File: config.mk
export PLATFORM = sky130hd
export DESIGN_NAME = fire_expand_ofm_writer_flat
export DESIGN_NICKNAME = d
export VERILOG_FILES = /design/src/rtl/fire_expand_ofm_writer_if.sv /design/src/rtl/fire_expand_ofm_writer.sv /design/src/flat_wrapper.sv
export SDC_FILE = /design/constraint.sdc
export NUM_CORES = 2
export LEC_CHECK = 0
export CAP_MARGIN = 20
export CORE_ASPECT_RATIO = 0.5
export CORE_MARGIN = 3
export CORE_UTILIZATION = 30
export CTS_BUF_LIST = sky130_fd_sc_hd__clkbuf_4
export DETAILED_ROUTE_END_ITERATION = 7
export GPL_ROUTABILITY_DRIVEN = 0
export HOLD_SLACK_MARGIN = 0.08
export SLEW_MARGIN = 40
export SYNTH_ARGS = -nofsm -noshare
export SYNTH_HDL_FRONTEND = slang
export SYNTH_SLANG_ARGS = --single-unit
export TNS_END_PERCENT = 50
File: constraint.sdc
create_clock -name clk -period 29.2 [get_ports clk]
set_clock_uncertainty 0.2 [all_clocks]
set_input_delay 5.84 -clock clk [delete_from_list [all_inputs] [get_ports clk]]
set_output_delay 5.84 -clock clk [all_outputs]
set_load 0.05 [all_outputs]
File: src/rtl/fire_expand_ofm_writer_if.sv
// fire_expand_ofm_writer_if
//   Bundles the OFM writer handshake and RAM write bus.
//   master : producer side (drives start/sample/ofm, observes RAM bus + status)
//   slave  : the writer itself
//   Signals:
//     start        layer enable, high for the whole layer
//     sample       one-cycle pulse, ofm valid in that cycle
//     ofm          DSP_NO channel results of one pixel
//     ram_we       RAM write strobe
//     ram_addr     beat address (pix*BEATS + beat)
//     ram_wdata    LANES words, lane 0 in the LSBs
//     ram_feedback high while a beat is being written
//     done         all WOUT**2 pixels written
//     overrun      sticky dropped-sample flag (0 unless detection is built)
interface fire_expand_ofm_writer_if #(
    parameter int DSP_NO = 64,
    parameter int WIDTH  = 16,
    parameter int WOUT   = 64,
    parameter int LANES  = 4
);
    localparam int AW = $clog2(WOUT * WOUT * DSP_NO / LANES);

    logic                   start;
    logic                   sample;
    logic [WIDTH-1:0]       ofm [DSP_NO];
    logic                   ram_we;
    logic [AW-1:0]          ram_addr;
    logic [LANES*WIDTH-1:0] ram_wdata;
    logic                   ram_feedback;
    logic                   done;
    logic                   overrun;

    modport master (
        output start, sample, ofm,
        input  ram_we, ram_addr, ram_wdata, ram_feedback, done, overrun
    );

    modport slave (
        input  start, sample, ofm,
        output ram_we, ram_addr, ram_wdata, ram_feedback, done, overrun
    );
endinterface

File: src/rtl/fire_expand_ofm_writer.sv
// fire_expand_ofm_writer
//   Captures one pixel's DSP_NO channel results on a sample pulse and writes
//   them to RAM as DSP_NO/LANES consecutive beats of LANES words each.
//   A whole layer is WOUT**2 pixels; done is raised after the last one.
//   Ports:
//     clk  rising-edge clock
//     rst  asynchronous, active-low reset
//     bus  fire_expand_ofm_writer_if.slave (start/sample/ofm in, RAM bus out)
//   Build option:
//     FIRE_OFM_WRITER_OVERRUN_DETECT_EN  builds the sticky overrun detector;
//     without it overrun is tied low.
module fire_expand_ofm_writer #(
    parameter int DSP_NO = 64,
    parameter int WIDTH  = 16,
    parameter int WOUT   = 64,
    parameter int LANES  = 4
) (
    input logic                   clk,
    input logic                   rst,
    fire_expand_ofm_writer_if.slave bus
);
    localparam int BEATS  = DSP_NO / LANES;
    localparam int PIXELS = WOUT * WOUT;
    localparam int AW     = $clog2(PIXELS * BEATS);
    localparam int PW     = (PIXELS > 1) ? $clog2(PIXELS) : 1;
    localparam int BW     = (BEATS > 1) ? $clog2(BEATS) : 1;
    localparam int DW     = LANES * WIDTH;

    typedef enum logic [1:0] {IDLE, ARMED, WRITE, DONE} state_t;

    state_t        state;
    logic [PW-1:0] pix;
    logic [BW-1:0] beat;      // index of the beat currently on the RAM bus
    logic          we_q;
    logic          fb_q;
    logic [AW-1:0] addr_q;
    logic [DW-1:0] wdata_q;
    logic          done_q;

    // Holding register, pre-sliced into beats; intentionally not reset.
    logic [DW-1:0] hold      [BEATS];
    logic [DW-1:0] cap_beats [BEATS];
    logic [DW-1:0] nxt_data;
    logic [BW-1:0] nxt_idx;

    logic last_beat;
    logic last_pix;
    logic cap;

    for (genvar b = 0; b < BEATS; b++) begin : g_beat
        for (genvar l = 0; l < LANES; l++) begin : g_lane
            assign cap_beats[b][l*WIDTH +: WIDTH] = bus.ofm[b*LANES + l];
        end
    end

    assign last_beat = (beat == BW'(BEATS - 1));
    assign last_pix  = (pix == PW'(PIXELS - 1));
    assign nxt_idx   = beat + BW'(1);
    assign nxt_data  = hold[nxt_idx];

    // Capture in ARMED, or on the last beat of a non-final pixel so the next
    // burst follows without a gap. Any other WRITE cycle leaves hold alone.
    assign cap = bus.start && bus.sample &&
                 ((state == ARMED) ||
                  (state == WRITE && last_beat && !last_pix));

    always_ff @(posedge clk) begin
        if (cap) begin
            for (int b = 0; b < BEATS; b++) hold[b] <= cap_beats[b];
        end
    end

    always_ff @(posedge clk or negedge rst) begin
        if (!rst) begin
            state   <= IDLE;
            pix     <= '0;
            beat    <= '0;
            we_q    <= 1'b0;
            fb_q    <= 1'b0;
            addr_q  <= '0;
            wdata_q <= '0;
            done_q  <= 1'b0;
        end else begin
            case (state)
                IDLE: begin
                    we_q <= 1'b0;
                    fb_q <= 1'b0;
                    pix  <= '0;
                    beat <= '0;
                    if (bus.start) state <= ARMED;
                end
                ARMED: begin
                    if (!bus.start) begin
                        state <= IDLE;
                        pix   <= '0;
                        beat  <= '0;
                    end else if (cap) begin
                        state   <= WRITE;
                        beat    <= '0;
                        we_q    <= 1'b1;
                        fb_q    <= 1'b1;
                        addr_q  <= AW'(pix) * AW'(BEATS);
                        wdata_q <= cap_beats[0];
                    end
                end
                WRITE: begin
                    if (!bus.start) begin
                        state <= IDLE;
                        we_q  <= 1'b0;
                        fb_q  <= 1'b0;
                        pix   <= '0;
                        beat  <= '0;
                    end else if (!last_beat) begin
                        beat    <= nxt_idx;
                        addr_q  <= addr_q + AW'(1);
                        wdata_q <= nxt_data;
                    end else if (last_pix) begin
                        state  <= DONE;
                        pix    <= '0;
                        beat   <= '0;
                        we_q   <= 1'b0;
                        fb_q   <= 1'b0;
                        done_q <= 1'b1;
                    end else begin
                        pix  <= pix + PW'(1);
                        beat <= '0;
                        if (cap) begin
                            // next pixel's beat 0 directly follows: addr is contiguous
                            addr_q  <= addr_q + AW'(1);
                            wdata_q <= cap_beats[0];
                        end else begin
                            state <= ARMED;
                            we_q  <= 1'b0;
                            fb_q  <= 1'b0;
                        end
                    end
                end
                DONE: begin
                    if (!bus.start) begin
                        state  <= IDLE;
                        done_q <= 1'b0;
                    end
                end
                default: state <= IDLE;
            endcase
        end
    end

`ifdef FIRE_OFM_WRITER_OVERRUN_DETECT_EN
    logic ovr_q;
    logic drop;

    // A sample is lost when it lands mid-burst or after the layer finished.
    assign drop = bus.sample &&
                  ((state == WRITE && bus.start && !last_beat) ||
                   (state == DONE));

    always_ff @(posedge clk or negedge rst) begin
        if (!rst)                          ovr_q <= 1'b0;
        else if (state == IDLE && bus.start) ovr_q <= 1'b0;
        else if (drop)                     ovr_q <= 1'b1;
    end

    assign bus.overrun = ovr_q;
`else
    assign bus.overrun = 1'b0;
`endif

    assign bus.ram_we       = we_q;
    assign bus.ram_feedback = fb_q;
    assign bus.ram_addr     = addr_q;
    assign bus.ram_wdata    = wdata_q;
    assign bus.done         = done_q;
endmodule

File: src/flat_wrapper.sv
// flat-port wrapper written by rule: the top's interface ports become plain ports
module fire_expand_ofm_writer_flat 
#(
    parameter int DSP_NO = 64,
    parameter int WIDTH  = 16,
    parameter int WOUT   = 64,
    parameter int LANES  = 4
)
  (clk, rst, bus_start, bus_sample, bus_ofm, bus_ram_we, bus_ram_addr, bus_ram_wdata, bus_ram_feedback, bus_done, bus_overrun);
  fire_expand_ofm_writer_if #(.DSP_NO(DSP_NO), .WIDTH(WIDTH), .WOUT(WOUT), .LANES(LANES)) bus_i ();
  input logic clk;
  input logic rst;
  input wire logic [$bits(bus_i.start)-1:0] bus_start;
  input wire logic [$bits(bus_i.sample)-1:0] bus_sample;
  input wire logic [$bits(bus_i.ofm)-1:0] bus_ofm;
  output wire logic [$bits(bus_i.ram_we)-1:0] bus_ram_we;
  output wire logic [$bits(bus_i.ram_addr)-1:0] bus_ram_addr;
  output wire logic [$bits(bus_i.ram_wdata)-1:0] bus_ram_wdata;
  output wire logic [$bits(bus_i.ram_feedback)-1:0] bus_ram_feedback;
  output wire logic [$bits(bus_i.done)-1:0] bus_done;
  output wire logic [$bits(bus_i.overrun)-1:0] bus_overrun;
  assign bus_i.start = bus_start;
  assign bus_i.sample = bus_sample;
  assign bus_i.ofm = {>>{bus_ofm}};
  assign bus_ram_we = bus_i.ram_we;
  assign bus_ram_addr = bus_i.ram_addr;
  assign bus_ram_wdata = bus_i.ram_wdata;
  assign bus_ram_feedback = bus_i.ram_feedback;
  assign bus_done = bus_i.done;
  assign bus_overrun = bus_i.overrun;
  fire_expand_ofm_writer #(.DSP_NO(DSP_NO), .WIDTH(WIDTH), .WOUT(WOUT), .LANES(LANES)) u_core (.clk(clk), .rst(rst), .bus(bus_i));
endmodule
# Word-level counts from Yosys, hierarchy flattened
# Memories as Yosys holds them, arrays and structs flattened.
# Cells that the tools add are included.
[op_classes]
n_addsub = 3
eq_ne = 18
n_mux = 46
n_reduce_logical = 17
[op_table]
columns = ["op", "n"]
rows = [
  ["$mux W64", 5],
  ["$pmux W64 S2", 1],
  ["$mux W16", 6],
  ["$mux W12", 4],
  ["$pmux W12 S3", 1],
  ["$pmux W16 S2", 1],
  ["$add A16 B1 Y16 const B", 1],
  ["$mux W2", 8],
  ["$mux W4", 4],
  ["$reduce_and A5 Y1", 3],
  ["$add A12 B1 Y12 const B", 1],
  ["$eq A12 B12 Y1 const B", 1],
  ["$mux W1", 12],
  ["$pmux W4 S3", 1],
  ["$ne A2 B2 Y1 const B", 5],
  ["$pmux W2 S4", 1],
  ["$ne A2 B1 Y1 const B", 3],
  ["$ne A3 B2 Y1 const B", 2],
  ["$ne A3 B3 Y1 const B", 2],
  ["$reduce_and A6 Y1", 1],
  ["$add A4 B1 Y4 const B", 1],
  ["$eq A2 B2 Y1 const B", 2],
  ["$eq A4 B4 Y1 const B", 1],
  ["$logic_and A1 B1 Y1", 4],
  ["12 further kinds", 13],
]
[totals]
register_bits = 100
mem_bits_rw = 1024
in_bits = 1028
output_inout_bits = 84
mem_count = 1
[mem_list]
columns = ["memory", "words", "width", "read_ports", "rd_ports_with_merged_regs", "write_ports", "line_no", "text"]
rows = [
  ["u_core.hold", 16, 64, 1, 0, 16, "fire_expand_ofm_writer.sv:41", "logic [DW-1:0] hold [BEATS];"],
]

# Depth between registers and ports, before layout
[depth]
word_depth = 10
ltp_mapped = 10

# Worst setup path after synthesis
# OpenSTA, ideal clock, no wires.
[synth_timing]
kind = "input to register"
from = "input port bus_start"
to = "memory u_core.hold[0][0] in the netlist's numbering (enable)"
setup_ps = 1498
t_arrival_ps = 28695
t_required_ps = 27502
setup_slack_ps = -1193
cell_stages = 4
cell_sequence = "buf_6 > and2_1 > buf_2 > o21a_1"
[synth_rtl]
columns = ["item", "line_no", "text"]
rows = [
  ["start, declared", "flat_wrapper.sv:13", "input wire logic [$bits(bus_i.start)-1:0] bus_start;"],
  ["end, declared", "fire_expand_ofm_writer.sv:41", ""],
]

==> results.sh <==
export IMPL_status="completed"
export IMPL_post_place_ws_ns=18.64
export IMPL_num_io_pins=1112
export IMPL_seq_area_frac_synth_pct=76.7
export IMPL_final_cell_mix="1109 x clkdlybuf4s50_1, 1024 x edfxtp_1, 409 x clkbuf_4"
export IMPL_post_cts_resized=0
export IMPL_synthMuxAreaShare_pct=14.9
export IMPL_dr_pass1_iters=5
export IMPL_cts_tree="yes"
export IMPL_h_tree_depth=5
export IMPL_rsz0062_at_grt="no"
export IMPL_avgRoutedWirePerCell_um=29.7
export IMPL_min_period_over_period_pct=31.7
export IMPL_max_clock_freq_mhz=108
export IMPL_synth_compound_area_share_pct=4.00
export IMPL_drtAntennaViolNets=0
export IMPL_setup_slack_ns=19.95
export IMPL_core_um2=142000
export IMPL_synthSimpleGateAreaFrac_pct=2.70
export IMPL_drv_cap=0
export IMPL_leakage_uw=0.0196
export IMPL_hold_viol_final=0
export IMPL_clk_latency_ns=1.04
export IMPL_critPathMaxFanout=112
export IMPL_synth_ff_type="edfxtp_1"
export IMPL_drt_wl_total_um=163000
export IMPL_path_cells="clkdlybuf4s50_1, and2_1, o21a_4, buf_12, buf_16, buf_6, buf_12, buf_16"
export IMPL_cp_depth=8
export IMPL_final_common_cell="clkdlybuf4s50_1"
export IMPL_syn_cell_area_um2=43400
export IMPL_via_per_inst=5.00
export IMPL_finalCriticalPeriod_ns=9.25
export IMPL_clk_path_buf_depth=4
export IMPL_hold_buffers=0
export IMPL_synth_top_family_by_area="multiplexers"
export IMPL_irDropWorstVdd_v=0.0000549
export IMPL_synth_fa_ha_area_share_pct=0.231
export IMPL_synth_xor_area_share_pct=0.0808
export IMPL_synthCells=2043
export IMPL_critical_path_startpoint="bus_start"
export IMPL_clk_pin_slew_ns=0.07
export IMPL_syn_mean_instance_area_um2=21.2
export IMPL_powerDensity_nw_per_um2=74.7
export IMPL_io_buffers=1110
export IMPL_worst_slew_pin_slew_ns=0.931
export IMPL_die_w_um=544
export IMPL_synth_enable_flop_cells=1024
export IMPL_crit_required_ns=29.62
export IMPL_min_path_type="flip-flop to flip-flop"
export IMPL_cts_made_buffers=277
export IMPL_syn_num_nets=3079
export IMPL_start_kind="input pin"
export IMPL_grt_pass1_vias=28000
export IMPL_dieArea_um2=149000
export IMPL_cts_sinks=1124
export IMPL_ys_types=61
export IMPL_setup_viol_count_final=0
export IMPL_yosysTopAreaCell="edfxtp_1"
export IMPL_cp_end_kind="flip-flop"
export IMPL_reg2reg_to="u_core.hold[0][57]"
export IMPL_path_class="input pin to flip-flop"
export IMPL_post_cts_buffers=0
export IMPL_ctsRootBufferMaster="clkbuf_4"
export IMPL_synth_area_leaders="edfxtp_1 71%, mux4_2 13%, dfrtp_1 5.8%"
export IMPL_via_count=27400
export IMPL_grt_usage_pct=20.8
export IMPL_reg2reg_depth=9
export IMPL_ys_seq_elements=1124
export IMPL_die_height_um=275
export IMPL_yosysWarningCount=0
export IMPL_drc=0
export IMPL_relSlewSlack_pct=38.0
export IMPL_async_flop_share_pct=8.90
export IMPL_syn_to_final_growth_pct=39.6
export IMPL_final_setup_tns_ns=0
export IMPL_drt_iter0_markers=3149
export IMPL_reg2reg_slack_ns=24.20
export IMPL_crit_end="u_core.hold[0][57]"
export IMPL_row_count=97
export IMPL_antenna_found_initial=71
export IMPL_synth_top_area_share_pct=70.9
export IMPL_drv_slew=0
export IMPL_critPathBufInv=6
export IMPL_cp_top_family="buffers and inverters"
export IMPL_critPathMaxStageDelay_ns=0.64
export IMPL_arrival_ns=9.68
export IMPL_start_util_pct=30.6
export IMPL_grt_max_degree=167
export IMPL_cp_slowest_cell="buf_6"
export IMPL_grt_pass1_wl_um=216000
export IMPL_dp_hpwl_um=120000
export IMPL_drive_above_1_share_pct=22.9
export IMPL_fin_nets=4382
export IMPL_r2r_start="u_core.beat[0]"
export IMPL_gr_total_overflow=0
sequential cells by signal, summed over array words and instances (netlist names):
register / count
u_core.bus.ram_wdata: 64
u_core.bus.ram_addr: 16
u_core.state: 2
u_core.hold: 1024
u_core.beat: 4
u_core.pix: 12
u_core.bus.ram_we: 1
u_core.bus.done: 1
area by class of cell:
class / instances / area (um2)
fill: 12600 / 81200
sequential: 1124 / 33300
timing repair buffer: 1148 / 11600
multi-input combinational: 788 / 9600
clock buffer: 409 / 3070
tap: 1881 / 2350
clock inverter: 73 / 477
antenna: 51 / 128
inverter: 7 / 26.3
report_power, final:
part,total [uW],internal (uW),switching [uW]
Clock,1370,697,671
Sequential,2120,2010,106
Combinational,1040,457,579
Total,4520,3170,1360
stage by stage:
stage               instance area (um2)  total power (uW)  util, %  hold slack [ns]  instances
global route                      60500              4720     42.7            0.370       5471
global placement                  56600              3160     39.9            0.313       4941
finish                            60500              4520     42.7            0.347       5481
CTS                               60200              4560     42.5            0.342       5424
floorplan                         43400              2800        -            0.268       2043
detailed placement                56700              3180     40.0            0.322       4942
layer usage:
| metal | GRT usage, % | share of wire [%] |
|---|---|---|
| met4 | 7.49 | 2.2 |
| met5 | 0 | 0.048 |
| met1 | 26.3 | 38 |
| met3 | 7.49 | 10 |
| met2 | 33.1 | 49 |
logic make-up (layout without fill, tap and decap cells):
logic type,Yosys count,count (layout)
flip-flops,1124,1124
multiplexers,325,325
AND/OR/NAND/NOR,257,257
AO/OA/AOI/OAI,193,193
buffers and inverters,131,1637
adder cells (fa/ha/maj),8,8
XOR/XNOR,4,4
other,1,52
Yosys cell counts, types with 3 or more instances:
library cell	number
buf_6	4
inv_1	7
nand3_1	24
nor3b_1	4
ha_1	8
nand2b_1	8
a311oi_1	3
buf_2	58
o31ai_1	5
nor3_1	6
nand2_1	162
nor2_1	19
a31oi_1	4
nand4_1	6
buf_4	4
a21oi_1	5
and3_1	5
o21ai_0	24
or2_2	3
mux2i_1	68
clkbuf_1	56
mux4_2	256
edfxtp_1	1024
dfrtp_1	100
or4b_1	3
or4b_2	3
a32oi_1	70
o221a_2	62
how the worst min path moves through the flow:
stage / startpoint / end / slack [ns] / depth (start not counted)
finish: u_core.pix[11] / u_core.pix[11] / 0.35 / 1
global route: u_core.pix[11] / u_core.pix[11] / 0.37 / 1
CTS: u_core.pix[11] / u_core.pix[11] / 0.34 / 1
detailed placement: u_core.pix[11] / u_core.pix[11] / 0.32 / 1
global placement: u_core.pix[11] / u_core.pix[11] / 0.31 / 1
floorplan: u_core.pix[11] / u_core.pix[11] / 0.27 / 1
No activity file was read; power rests on OpenSTA's default activity.
==> RTL edit, RTL diff (same settings) <==
The option `FIRE_OFM_WRITER_OVERRUN_DETECT_EN` is turned on by a define.
--- a/src/rtl/fire_expand_ofm_writer.sv
+++ b/src/rtl/fire_expand_ofm_writer.sv
@@ -9,6 +9,8 @@
 //   Build option:
 //     FIRE_OFM_WRITER_OVERRUN_DETECT_EN  builds the sticky overrun detector;
 //     without it overrun is tied low.
+`define FIRE_OFM_WRITER_OVERRUN_DETECT_EN
+
 module fire_expand_ofm_writer #(
     parameter int DSP_NO = 64,
     parameter int WIDTH  = 16,
Check against the original RTL: not settled (the Yosys comparison gave no result); the edit may change what the design does.
==> RTL edit against the original RTL <==
- combinational power rose by 16%
- final area rose by 1.3%
- setup slack worse by 860 ps
- wire length up 7.1%
- area after synthesis is 1.6% higher
- critical path depth stayed put
- power rose by 3.0%
- non-clock buffer count increased by 11
- sequential cell count grew 1
- critical endpoint is now u_core.hold[7][54]
- largest cell class unchanged
- largest power group unchanged
==> RTL edit: results (changes against the original RTL) <==
==================================================================================
Run status                                                            finished, final reports clean
Filler cells                                                                12,936   +2.7%
Xor and xnor area share after synthesis                                     0.139%   +0.058 points
Net count after synthesis                                                    3,251   +5.6%
Cell variety after synth                                                        49   -20%
Vias in the first global route                                              29,855   +6.6%
WL met3                                                                    15.1 mm   -6.9%
Tightest Pin Transition                                                     889 ps   -41.9 ps
Drt wl/cell                                                                30.6 µm   +2.9%
DR vias                                                                     28,933   +5.6%
Antenna violations before repair                                                69   -2.8%
Highest fanout seen on the critical path                                        78   -30%
Share of final-layout standard cells stronger than drive strength 1          20.6%   -2.3 points
Power share of the clock group                                               29.0%   -1.3 points
Met1 wire length                                                           67.9 mm   +8.9%
List of most frequent post-synthesis cells                            1,024 x sky130_fd_sc_hd__edfxtp_1, 256 x sky130_fd_sc_hd__mux4_2, 137 x sky130_fd_sc_hd__a21oi_1, 128 x sky130_fd_sc_hd__a211oi_1, 103 x sky130_fd_sc_hd__clkbuf_1
Top post-synthesis cells by area                                      sky130_fd_sc_hd__edfxtp_1 70%, sky130_fd_sc_hd__mux4_2 13%, sky130_fd_sc_hd__dfrtp_1 5.7%, sky130_fd_sc_hd__a211oi_1 2.2%, sky130_fd_sc_hd__a21oi_1 1.6%
Static leakage                                                             19.9 nW   +1.2%
Overall track demand over capacity in global routing                         22.2%   +1.4 points
Post-place instance area                                                57,600 µm²   +1.6%
DRC viols                                                                        0   unchanged
Reg-to-reg critical path endpoint                                     u_core.hold[7][54]
Start point of the worst hold path                                    u_core.bus.overrun
Pin count of the biggest net entering global routing                           114   -32%
Half-perimeter wire length of the detailed placement result                 127 mm   +6.1%
Multiplexer share of the synthesized area                                    13.2%   -1.7 points
Final routed wirelength across all metal layers                             174 mm   +7.1%
DR WL met2                                                                 86.4 mm   +7.2%
Pwr Total                                                                0.00466 W   +3.0%
Number of cells after detailed placement                                     5,170   +4.6%
Switching power share of the total                                           32.8%   +2.8 points
Maximum cell stage delay along the critical path                            710 ps   +70 ps
Fraction of met3 tracks used by global routing                               6.26%   -1.2 points
Met1 global-route usage                                                      28.3%   +2.1 points
Endpoint of the worst hold-timing path                                u_core.bus.overrun
Worst voltage drop across the vdd grid                                 0.0000459 V   -16%
First-pass GRT wire length                                                  235 mm   +8.9%
Slowest cell on crit path                                             sky130_fd_sc_hd__clkdlybuf4s50_1
Post-placement setup slack                                               17,930 ps   -715 ps
Share of async-settable or async-resettable flops after synthesis            8.98%   +0.081 points
Met2 GRT Util                                                                36.0%   +2.9 points
Initial detailed-routing violation count                                     3,200   +1.6%
Quantity of I/O buffers inserted on ports                                    1,111   +0.090%
Combinational cell fraction of total power                                   25.9%   +3.0 points
Worst Hold Margin                                                           336 ps   -10.2 ps
Pwr/cell area                                                          76.0 nW/µm²   +1.7%
Post-layout net count                                                        4,532   +3.4%
Num CTS Buffers                                                                273   -1.4%
Post-synthesis sequential area ratio                                         75.5%   -1.2 points
Register-to-register path setup slack                                    23,250 ps   -950 ps
==================================================================================
[RTL edit: changes by cell type in the layout (fill, tap and decap cells not counted), moves of 8 or more]
cell	unedited run	this run
sky130_fd_sc_hd__mux2i_1	68	1
sky130_fd_sc_hd__nand2_1	162	40
sky130_fd_sc_hd__a2bb2oi_1	0	62
sky130_fd_sc_hd__o221a_2	62	1
sky130_fd_sc_hd__a211oi_1	1	128
sky130_fd_sc_hd__diode_2	51	59
sky130_fd_sc_hd__nor3_1	6	74
sky130_fd_sc_hd__a32oi_1	70	8
sky130_fd_sc_hd__o21ai_0	24	16
sky130_fd_sc_hd__a21boi_0	0	65
sky130_fd_sc_hd__buf_6	15	23
sky130_fd_sc_hd__a21oi_1	5	137
[RTL edit: layout make-up]
cell class                      instances  share of cell area, %
Inverter                               14                 0.0857
Tap cell                             1950                   3.98
Antenna cell                           59                  0.241
Clock buffer                          410                   5.02
Multi-Input combinational cell        923                   16.7
Sequential cell                      1125                   54.3
Clock inverter                         64                  0.667
Timing Repair Buffer                 1159                   19.0
